**config.mk**
```make
export PLATFORM = sky130hd
export DESIGN_NAME = accum_cpu_core_flat
export DESIGN_NICKNAME = d
export VERILOG_FILES = /design/src/rtl/cpu_pkg.sv /design/src/rtl/accum_cpu_core_if.sv /design/src/rtl/accum_cpu_core_alu.sv /design/src/rtl/accum_cpu_core.sv /design/src/flat_wrapper.sv
export SDC_FILE = /design/constraint.sdc
export NUM_CORES = 1
export LEC_CHECK = 0
export BUFFER_PORTS_ARGS = -buffer_cell sky130_fd_sc_hd__buf_2
export CORE_ASPECT_RATIO = 1.1
export CORE_MARGIN = 3
export CORE_UTILIZATION = 40
export DETAILED_ROUTE_END_ITERATION = 10
export PLACE_DENSITY_LB_ADDON = 0.15
export SLEW_MARGIN = 15
export SYNTH_ARGS = -nofsm -noshare
export SYNTH_HDL_FRONTEND = slang
export SYNTH_SLANG_ARGS = --single-unit
export TNS_END_PERCENT = 50
```
**constraint.sdc**
```tcl
create_clock -name clk -period 6.9 [get_ports clk]
set_input_delay 1.38 -clock clk [delete_from_list [all_inputs] [get_ports clk]]
set_output_delay 1.38 -clock clk [all_outputs]
set_load 0.01 [all_outputs]
```
**src/rtl/cpu_pkg.sv**
```systemverilog
// Shared definitions for the accumulator CPU: opcodes, FSM state encoding and
// instruction field slicing (instruction = {opcode[2:0], addr}).
`ifndef CPU_PKG_SV
`define CPU_PKG_SV

`define CPU_IR_OP(ir)        ir[$bits(ir)-1 -: 3]
`define CPU_IR_ADDR(ir, aw)  ir[(aw)-1:0]

package cpu_pkg;

  localparam logic [2:0] OP_LOAD  = 3'b000;
  localparam logic [2:0] OP_STORE = 3'b001;
  localparam logic [2:0] OP_ADD   = 3'b010;
  localparam logic [2:0] OP_SUB   = 3'b011;
  localparam logic [2:0] OP_IN    = 3'b100;
  localparam logic [2:0] OP_JZ    = 3'b101;
  localparam logic [2:0] OP_JPOS  = 3'b110;
  localparam logic [2:0] OP_HALT  = 3'b111;

  typedef enum logic [2:0] {
    ST_HALT   = 3'd0,
    ST_FETCH  = 3'd1,
    ST_DECODE = 3'd2,
    ST_MEM    = 3'd3,
    ST_INWAIT = 3'd4
  } state_e;

endpackage

`endif

```
**src/rtl/accum_cpu_core_if.sv**
```systemverilog
// Memory req/ack bus plus input-port valid/ready, bundled for the CPU core.
// master = core side, slave = memory / input-device side.
interface accum_cpu_core_if #(
  parameter int DATA_W = 8,
  parameter int ADDR_W = 5
);
  logic              mem_req;
  logic              mem_we;
  logic [ADDR_W-1:0] mem_addr;
  logic [DATA_W-1:0] mem_wdata;
  logic [DATA_W-1:0] mem_rdata;
  logic              mem_ack;
  logic [DATA_W-1:0] in_data;
  logic              in_valid;
  logic              in_ready;

  modport master (
    output mem_req, mem_we, mem_addr, mem_wdata, in_ready,
    input  mem_rdata, mem_ack, in_data, in_valid
  );

  modport slave (
    input  mem_req, mem_we, mem_addr, mem_wdata, in_ready,
    output mem_rdata, mem_ack, in_data, in_valid
  );
endinterface

```
**src/rtl/accum_cpu_core_alu.sv**
```systemverilog
// Combinational add/subtract unit for the accumulator CPU, modulo 2^DATA_W.
// zero/neg describe operand a (the accumulator), feeding JZ/JPOS and the flag outputs.
module accum_alu #(
  parameter int DATA_W = 8
) (
  input  logic [DATA_W-1:0] i_a,
  input  logic [DATA_W-1:0] i_b,
  input  logic              i_sub,
  output logic [DATA_W-1:0] o_result,
  output logic              o_zero,
  output logic              o_neg
);
  assign o_result = i_sub ? (i_a - i_b) : (i_a + i_b);
  assign o_zero   = (i_a == '0);
  assign o_neg    = i_a[DATA_W-1];
endmodule

```
**src/rtl/accum_cpu_core.sv**
```systemverilog
// Accumulator CPU core: PC/IR/A registers and a fetch/decode/execute FSM that
// talks to memory over req/ack and to an input port over valid/ready.
module accum_cpu_core
  import cpu_pkg::*;
#(
  parameter int DATA_W = 8,
  parameter int ADDR_W = 5
) (
  input  logic              clk,
  input  logic              rst_n,
  input  logic              i_start,
  accum_cpu_core_if.master  bus,
  output logic [DATA_W-1:0] o_acc_out,
  output logic [ADDR_W-1:0] o_pc_out,
  output logic              o_a_zero,
  output logic              o_a_pos,
  output logic              o_halted
);

  if (ADDR_W > DATA_W - 3) begin : g_bad_widths
    $error("accum_cpu_core: ADDR_W must not exceed DATA_W-3");
  end

  state_e            r_state, w_state_nxt;
  logic [ADDR_W-1:0] r_pc, w_pc_nxt;
  logic [DATA_W-1:0] r_ir, w_ir_nxt;
  logic [DATA_W-1:0] r_acc, w_acc_nxt;
  logic [2:0]        w_op;
  logic [ADDR_W-1:0] w_ir_addr;
  logic [DATA_W-1:0] w_alu_result;
  logic              w_alu_zero;
  logic              w_alu_neg;

  assign w_op      = `CPU_IR_OP(r_ir);
  assign w_ir_addr = `CPU_IR_ADDR(r_ir, ADDR_W);

  accum_alu #(.DATA_W(DATA_W)) u_alu (
    .i_a      (r_acc),
    .i_b      (bus.mem_rdata),
    .i_sub    (w_op == OP_SUB),
    .o_result (w_alu_result),
    .o_zero   (w_alu_zero),
    .o_neg    (w_alu_neg)
  );

  // NOTE: sequential state uses non-blocking assignments so every register
  // samples the pre-edge values, independent of statement order.
  always_ff @(posedge clk or negedge rst_n) begin
    if (!rst_n) begin
      r_state <= ST_HALT;
      r_pc    <= '0;
      r_ir    <= '0;
      r_acc   <= '0;
    end else begin
      r_state <= w_state_nxt;
      r_pc    <= w_pc_nxt;
      r_ir    <= w_ir_nxt;
      r_acc   <= w_acc_nxt;
    end
  end

  // NOTE: every next-value is defaulted to "hold" first, so no path through
  // the case statement can infer a latch.
  always_comb begin
    w_state_nxt = r_state;
    w_pc_nxt    = r_pc;
    w_ir_nxt    = r_ir;
    w_acc_nxt   = r_acc;
    case (r_state)
      ST_HALT: if (i_start) w_state_nxt = ST_FETCH;
      ST_FETCH: begin
        if (bus.mem_ack) begin
          w_ir_nxt    = bus.mem_rdata;
          w_pc_nxt    = r_pc + ADDR_W'(1);
          w_state_nxt = ST_DECODE;
        end
      end
      ST_DECODE: begin
        case (w_op)
          OP_LOAD, OP_STORE, OP_ADD, OP_SUB: w_state_nxt = ST_MEM;
          OP_IN:   w_state_nxt = ST_INWAIT;
          OP_JZ: begin
            if (w_alu_zero) w_pc_nxt = w_ir_addr;
            w_state_nxt = ST_FETCH;
          end
          OP_JPOS: begin
            if (!w_alu_neg) w_pc_nxt = w_ir_addr;
            w_state_nxt = ST_FETCH;
          end
          default: w_state_nxt = ST_HALT;
        endcase
      end
      ST_MEM: begin
        if (bus.mem_ack) begin
          case (w_op)
            OP_LOAD:        w_acc_nxt = bus.mem_rdata;
            OP_ADD, OP_SUB: w_acc_nxt = w_alu_result;
            default:        w_acc_nxt = r_acc;
          endcase
          w_state_nxt = ST_FETCH;
        end
      end
      ST_INWAIT: begin
        if (bus.in_valid) begin
          w_acc_nxt   = bus.in_data;
          w_state_nxt = ST_FETCH;
        end
      end
      default: w_state_nxt = ST_HALT;
    endcase
  end

  // Bus outputs decode only from registers, so they stay stable across wait states.
  assign bus.mem_req   = (r_state == ST_FETCH) || (r_state == ST_MEM);
  assign bus.mem_we    = (r_state == ST_MEM) && (w_op == OP_STORE);
  assign bus.mem_addr  = (r_state == ST_MEM) ? w_ir_addr : r_pc;
  assign bus.mem_wdata = r_acc;
  assign bus.in_ready  = (r_state == ST_INWAIT);

  assign o_acc_out = r_acc;
  assign o_pc_out  = r_pc;
  assign o_a_zero  = w_alu_zero;
  assign o_a_pos   = ~w_alu_neg;
  assign o_halted  = (r_state == ST_HALT);

endmodule

```
**src/flat_wrapper.sv**
```systemverilog
// flat-port wrapper written by rule: the top's interface ports become plain ports
module accum_cpu_core_flat import cpu_pkg::*;
#(
  parameter int DATA_W = 8,
  parameter int ADDR_W = 5
)
  (clk, rst_n, i_start, o_acc_out, o_pc_out, o_a_zero, o_a_pos, o_halted, bus_mem_req, bus_mem_we, bus_mem_addr, bus_mem_wdata, bus_in_ready, bus_mem_rdata, bus_mem_ack, bus_in_data, bus_in_valid);
  accum_cpu_core_if #(.DATA_W(DATA_W), .ADDR_W(ADDR_W)) bus_i ();
  input  logic clk;
  input  logic rst_n;
  input  logic i_start;
  output logic [DATA_W-1:0] o_acc_out;
  output logic [ADDR_W-1:0] o_pc_out;
  output logic o_a_zero;
  output logic o_a_pos;
  output logic o_halted;
  output wire logic [$bits(bus_i.mem_req)-1:0] bus_mem_req;
  output wire logic [$bits(bus_i.mem_we)-1:0] bus_mem_we;
  output wire logic [$bits(bus_i.mem_addr)-1:0] bus_mem_addr;
  output wire logic [$bits(bus_i.mem_wdata)-1:0] bus_mem_wdata;
  output wire logic [$bits(bus_i.in_ready)-1:0] bus_in_ready;
  input wire logic [$bits(bus_i.mem_rdata)-1:0] bus_mem_rdata;
  input wire logic [$bits(bus_i.mem_ack)-1:0] bus_mem_ack;
  input wire logic [$bits(bus_i.in_data)-1:0] bus_in_data;
  input wire logic [$bits(bus_i.in_valid)-1:0] bus_in_valid;
  assign bus_mem_req = bus_i.mem_req;
  assign bus_mem_we = bus_i.mem_we;
  assign bus_mem_addr = bus_i.mem_addr;
  assign bus_mem_wdata = bus_i.mem_wdata;
  assign bus_in_ready = bus_i.in_ready;
  assign bus_i.mem_rdata = bus_mem_rdata;
  assign bus_i.mem_ack = bus_mem_ack;
  assign bus_i.in_data = bus_in_data;
  assign bus_i.in_valid = bus_in_valid;
  accum_cpu_core #(.DATA_W(DATA_W), .ADDR_W(ADDR_W)) u_core (.clk(clk), .rst_n(rst_n), .i_start(i_start), .bus(bus_i), .o_acc_out(o_acc_out), .o_pc_out(o_pc_out), .o_a_zero(o_a_zero), .o_a_pos(o_a_pos), .o_halted(o_halted));
endmodule
```
==> impl_metrics.csv <==
group,metric,value,unit
run_status,status,"finished clean",
yosys,postSynthCellCount,220,
die,die_h,79.1,um
critical_path,timing.rr.start,"u_core.bus.mem_wdata[7]",
die,die-area,5730,um^2
clock_network,htreeDepth,1,
power,vdd_ir_drop_max,0.234,mV
critical_path,start_kind,"input pin",
sta,setup_viol,0,
drt,drc,0,
drt,wl_per_cell,15.9,um
critical_path,cp_cell_sequence,"buf_2, inv_1, ha_1, nor3b_1, a21oi_1, xnor2_1, ha_1, nand4_1, a21oi_1, and3b_1, and3b_1, nor3_1",
min_path,hold_class,"register to register",
clock_network,numCtsBuffers,3,
critical_path,cp_max_fo,5,
yosys,ys.warnings.count,0,
layout,area_growth,15.3,%
global_route,busiest_layer,"met2",
yosys,synth_edf_count,0,
yosys,synthMuxAreaShare,8.51,%
yosys,synth-simple-area-share,22.6,%
job,maxCapViolCount,0,
sta,fin_skew,0.00168,ns
clock_network,cts_buffer_depth,2,
sta,min_period,3.22,ns
die,die_w,72.4,um
drt,num_vias,1766,
yosys,synth_compound_area_share,19.8,%
sta,relSlewSlack,46.2,%
die,core-area,4470,um^2
power,p_leak,1.01,nW
global_route,use_met3,2.91,%
critical_path,max_stage_delay,0.35,ns
critical_path,cp.arrival,3.42,ns
sta,clock.fmax,310,MHz
yosys,async_flop_share,100,%
sta,finalHoldViolCount,0,
drt,drt_first_iter_violations,82,
sta,finalSetupTns,0,ns
drt,postRouteAntennaNets,0,
placed_design,dp_cells,308,
layout,final_nets,290,
critical_path,crit_path_end,"u_core.bus.mem_wdata[7]",
critical_path,worst_path_max_delay_cell,"ha_1",
global_route,grtUsageMet1,23.5,%
layout,fin_cells,312,
power,power_density,484,nW/um^2
clock_network,cts.sink_count,24,
sta,tightest_slew,0.797,ns
drt,routed_wl,4950,um
die,io_pins,53,
layout,antennaDiodeCount,0,
yosys,syn-num-nets,251,
clock_network,tritoncts,"done",
yosys,yosys_register_bits,24,
critical_path,r2r-end,"u_core.o_pc_out[4]",
global_route,overflow,0,
critical_path,worstSetupStartpoint,"bus_mem_rdata[0]",
layout,seq_area,601,um^2
clock_network,post_cts_resize_count,0,
layout,mostFrequentLayoutCell,"buf_2",
global_route,grt_max_degree,25,
yosys,synth_fa_ha_area_share,6.83,%
clock_network,hold_buffers,0,
clock_network,cts_setup_buffers,0,
global_route,gr-usage-all-layers,18.5,%
yosys,synth_area,1940,um^2
clock_network,clk_latency,0.27,ns
die,start_util,43.4,%
drt,drt_first_pass_iters,4,
sta,fin_crit_sh,46.7,%
critical_path,rrSetupSlack,4.37,ns
global_route,globalRouteMet2Util,31.6,%
global_route,grt_pass1_vias,1669,
layout,layout.cells.most_common_list,"buf_2 (52), dfrtp_1 (24), a21oi_1 (21), nand2_1 (16), nor2_1 (15)",
layout,fillers,438,
clock_network,cts_root_buffer,"clkbuf_8",
yosys,yosysSeqAreaShare,30.9,%
layout,utilization,50.1,%
placed_design,gp_congestion,0.830,
yosys,ys.flop_type,"dfrtp_1",
die,rows,25,
critical_path,cp.required,7.10,ns
placed_design,port_buffers,52,
layout,drive_gt1_share,24.4,%
critical_path,reg2regPathDepth,5,
yosys,synth-xor-area-share,4.51,%
yosys,synth.avg_cell_area,8.83,um^2
layout,multiInputGateArea,1210,um^2
critical_path,crit_type,"input pin to register",
global_route,antenna_found_initial,0,
placed_design,dp_hpwl,3810,um
global_route,grt_pass1_wl,8290,um
sta,maxSlewViolCount,0,
drt,vias_per_cell,5.66,
clock_network,clk_pin_slew,0.09,ns
critical_path,cp-end-kind,"register",
yosys,synth_cell_type_count,45,
sta,grt_setup_unrepaired,"false",
yosys,synth_top_family_by_area,"simple AND/OR/NAND/NOR gates",
[cells by family (layout without fill, tap and decap cells)]
| family | count (synthesis) | count (layout) |
|---|---|---|
| buffers and inverters | 26 | 64 |
| adders and majority gates | 10 | 10 |
| DFF | 24 | 24 |
| and+or+nand+nor | 75 | 75 |
| AOI/OAI and AO/OA | 60 | 60 |
| xor gates and xnor gates | 10 | 10 |
| muxes | 15 | 15 |
[stage by stage]
step                hold slack [ns]  power (mW)  worst slack (ns)  cell area, um^2
finish                        0.523        1.08              3.68             2240
detailed placement            0.504       0.960              3.40             2170
global placement              0.502       0.954              3.38             2170
CTS                           0.526        1.09              3.70             2240
global route                  0.563        1.19              3.50             2240
floorplan                     0.468       0.799              3.78             1940
[cell usage after synthesis (7+ instances only)]
cell       n  share of area, %
dfrtp_1   24                31
a21oi_1   21               5.4
nand2_1   16               3.1
nor2_1    15               2.9
mux2_1    12               7.0
buf_4      9               3.5
ha_1       9               5.8
xnor2_1    9               4.1
clkbuf_1   8               1.5
o21ai_0    8               2.1
inv_1      7               1.4
[sequential cells by signal (all words and copies together) (netlist names)]
register / flops
u_core.bus.mem_wdata: 8
u_core.r_ir: 8
u_core.o_pc_out: 5
u_core.r_state: 3
[critical path: cells and delay by family]
kind	cells	cell delay, ns
xor gates and xnor gates	1	0.15
adders and majority gates	2	0.50
and+or+nand+nor	5	0.94
buffers and inverters	2	0.20
AOI/OAI and AO/OA	2	0.25
[routing by layer]
layer | share of wire (%) | routed length (um) | vias up
met2 | 48 | 2360 | 63
met1 | 44 | 2160 | 819
met5 | 0 | 0 | -
li1 | - | - | 873
met3 | 5.9 | 294 | 11
met4 | 2.8 | 138 | 0
[power breakdown]
group | internal [mW] | switching, mW | leakage [nW] | total (mW)
clock | 0.0777 | 0.0497 | 0.0357 | 0.127
sequential | 0.209 | 0.103 | 0.284 | 0.312
combinational | 0.301 | 0.345 | 0.695 | 0.645
[final cells by class]
cell class	instances	area share (%)
inverter	8	1.34
timing repair buffer	52	11.6
sequential	24	26.8
clock inverter	1	1.34
tap	54	3.02
clock buffer	3	1.84
multi-input combinational	170	54.0
[how the worst min path moves through the flow]
| stage | endpoint | startpoint | cells after the start | slack, ns |
|---|---|---|---|---|
| 2_1_floorplan | u_core.r_ir[2] | u_core.r_ir[2] | 1 | 0.47 |
| 3_3_place_gp | u_core.r_ir[3] | u_core.r_ir[3] | 1 | 0.50 |
| 3_5_place_dp | u_core.r_ir[4] | u_core.r_ir[4] | 1 | 0.50 |
| 4_1_cts | u_core.r_ir[4] | u_core.r_ir[4] | 1 | 0.53 |
| 5_1_grt | u_core.r_ir[4] | u_core.r_ir[4] | 1 | 0.56 |
| 6_report | u_core.r_ir[4] | u_core.r_ir[4] | 1 | 0.52 |
No activity file was read; power rests on OpenSTA's default activity.
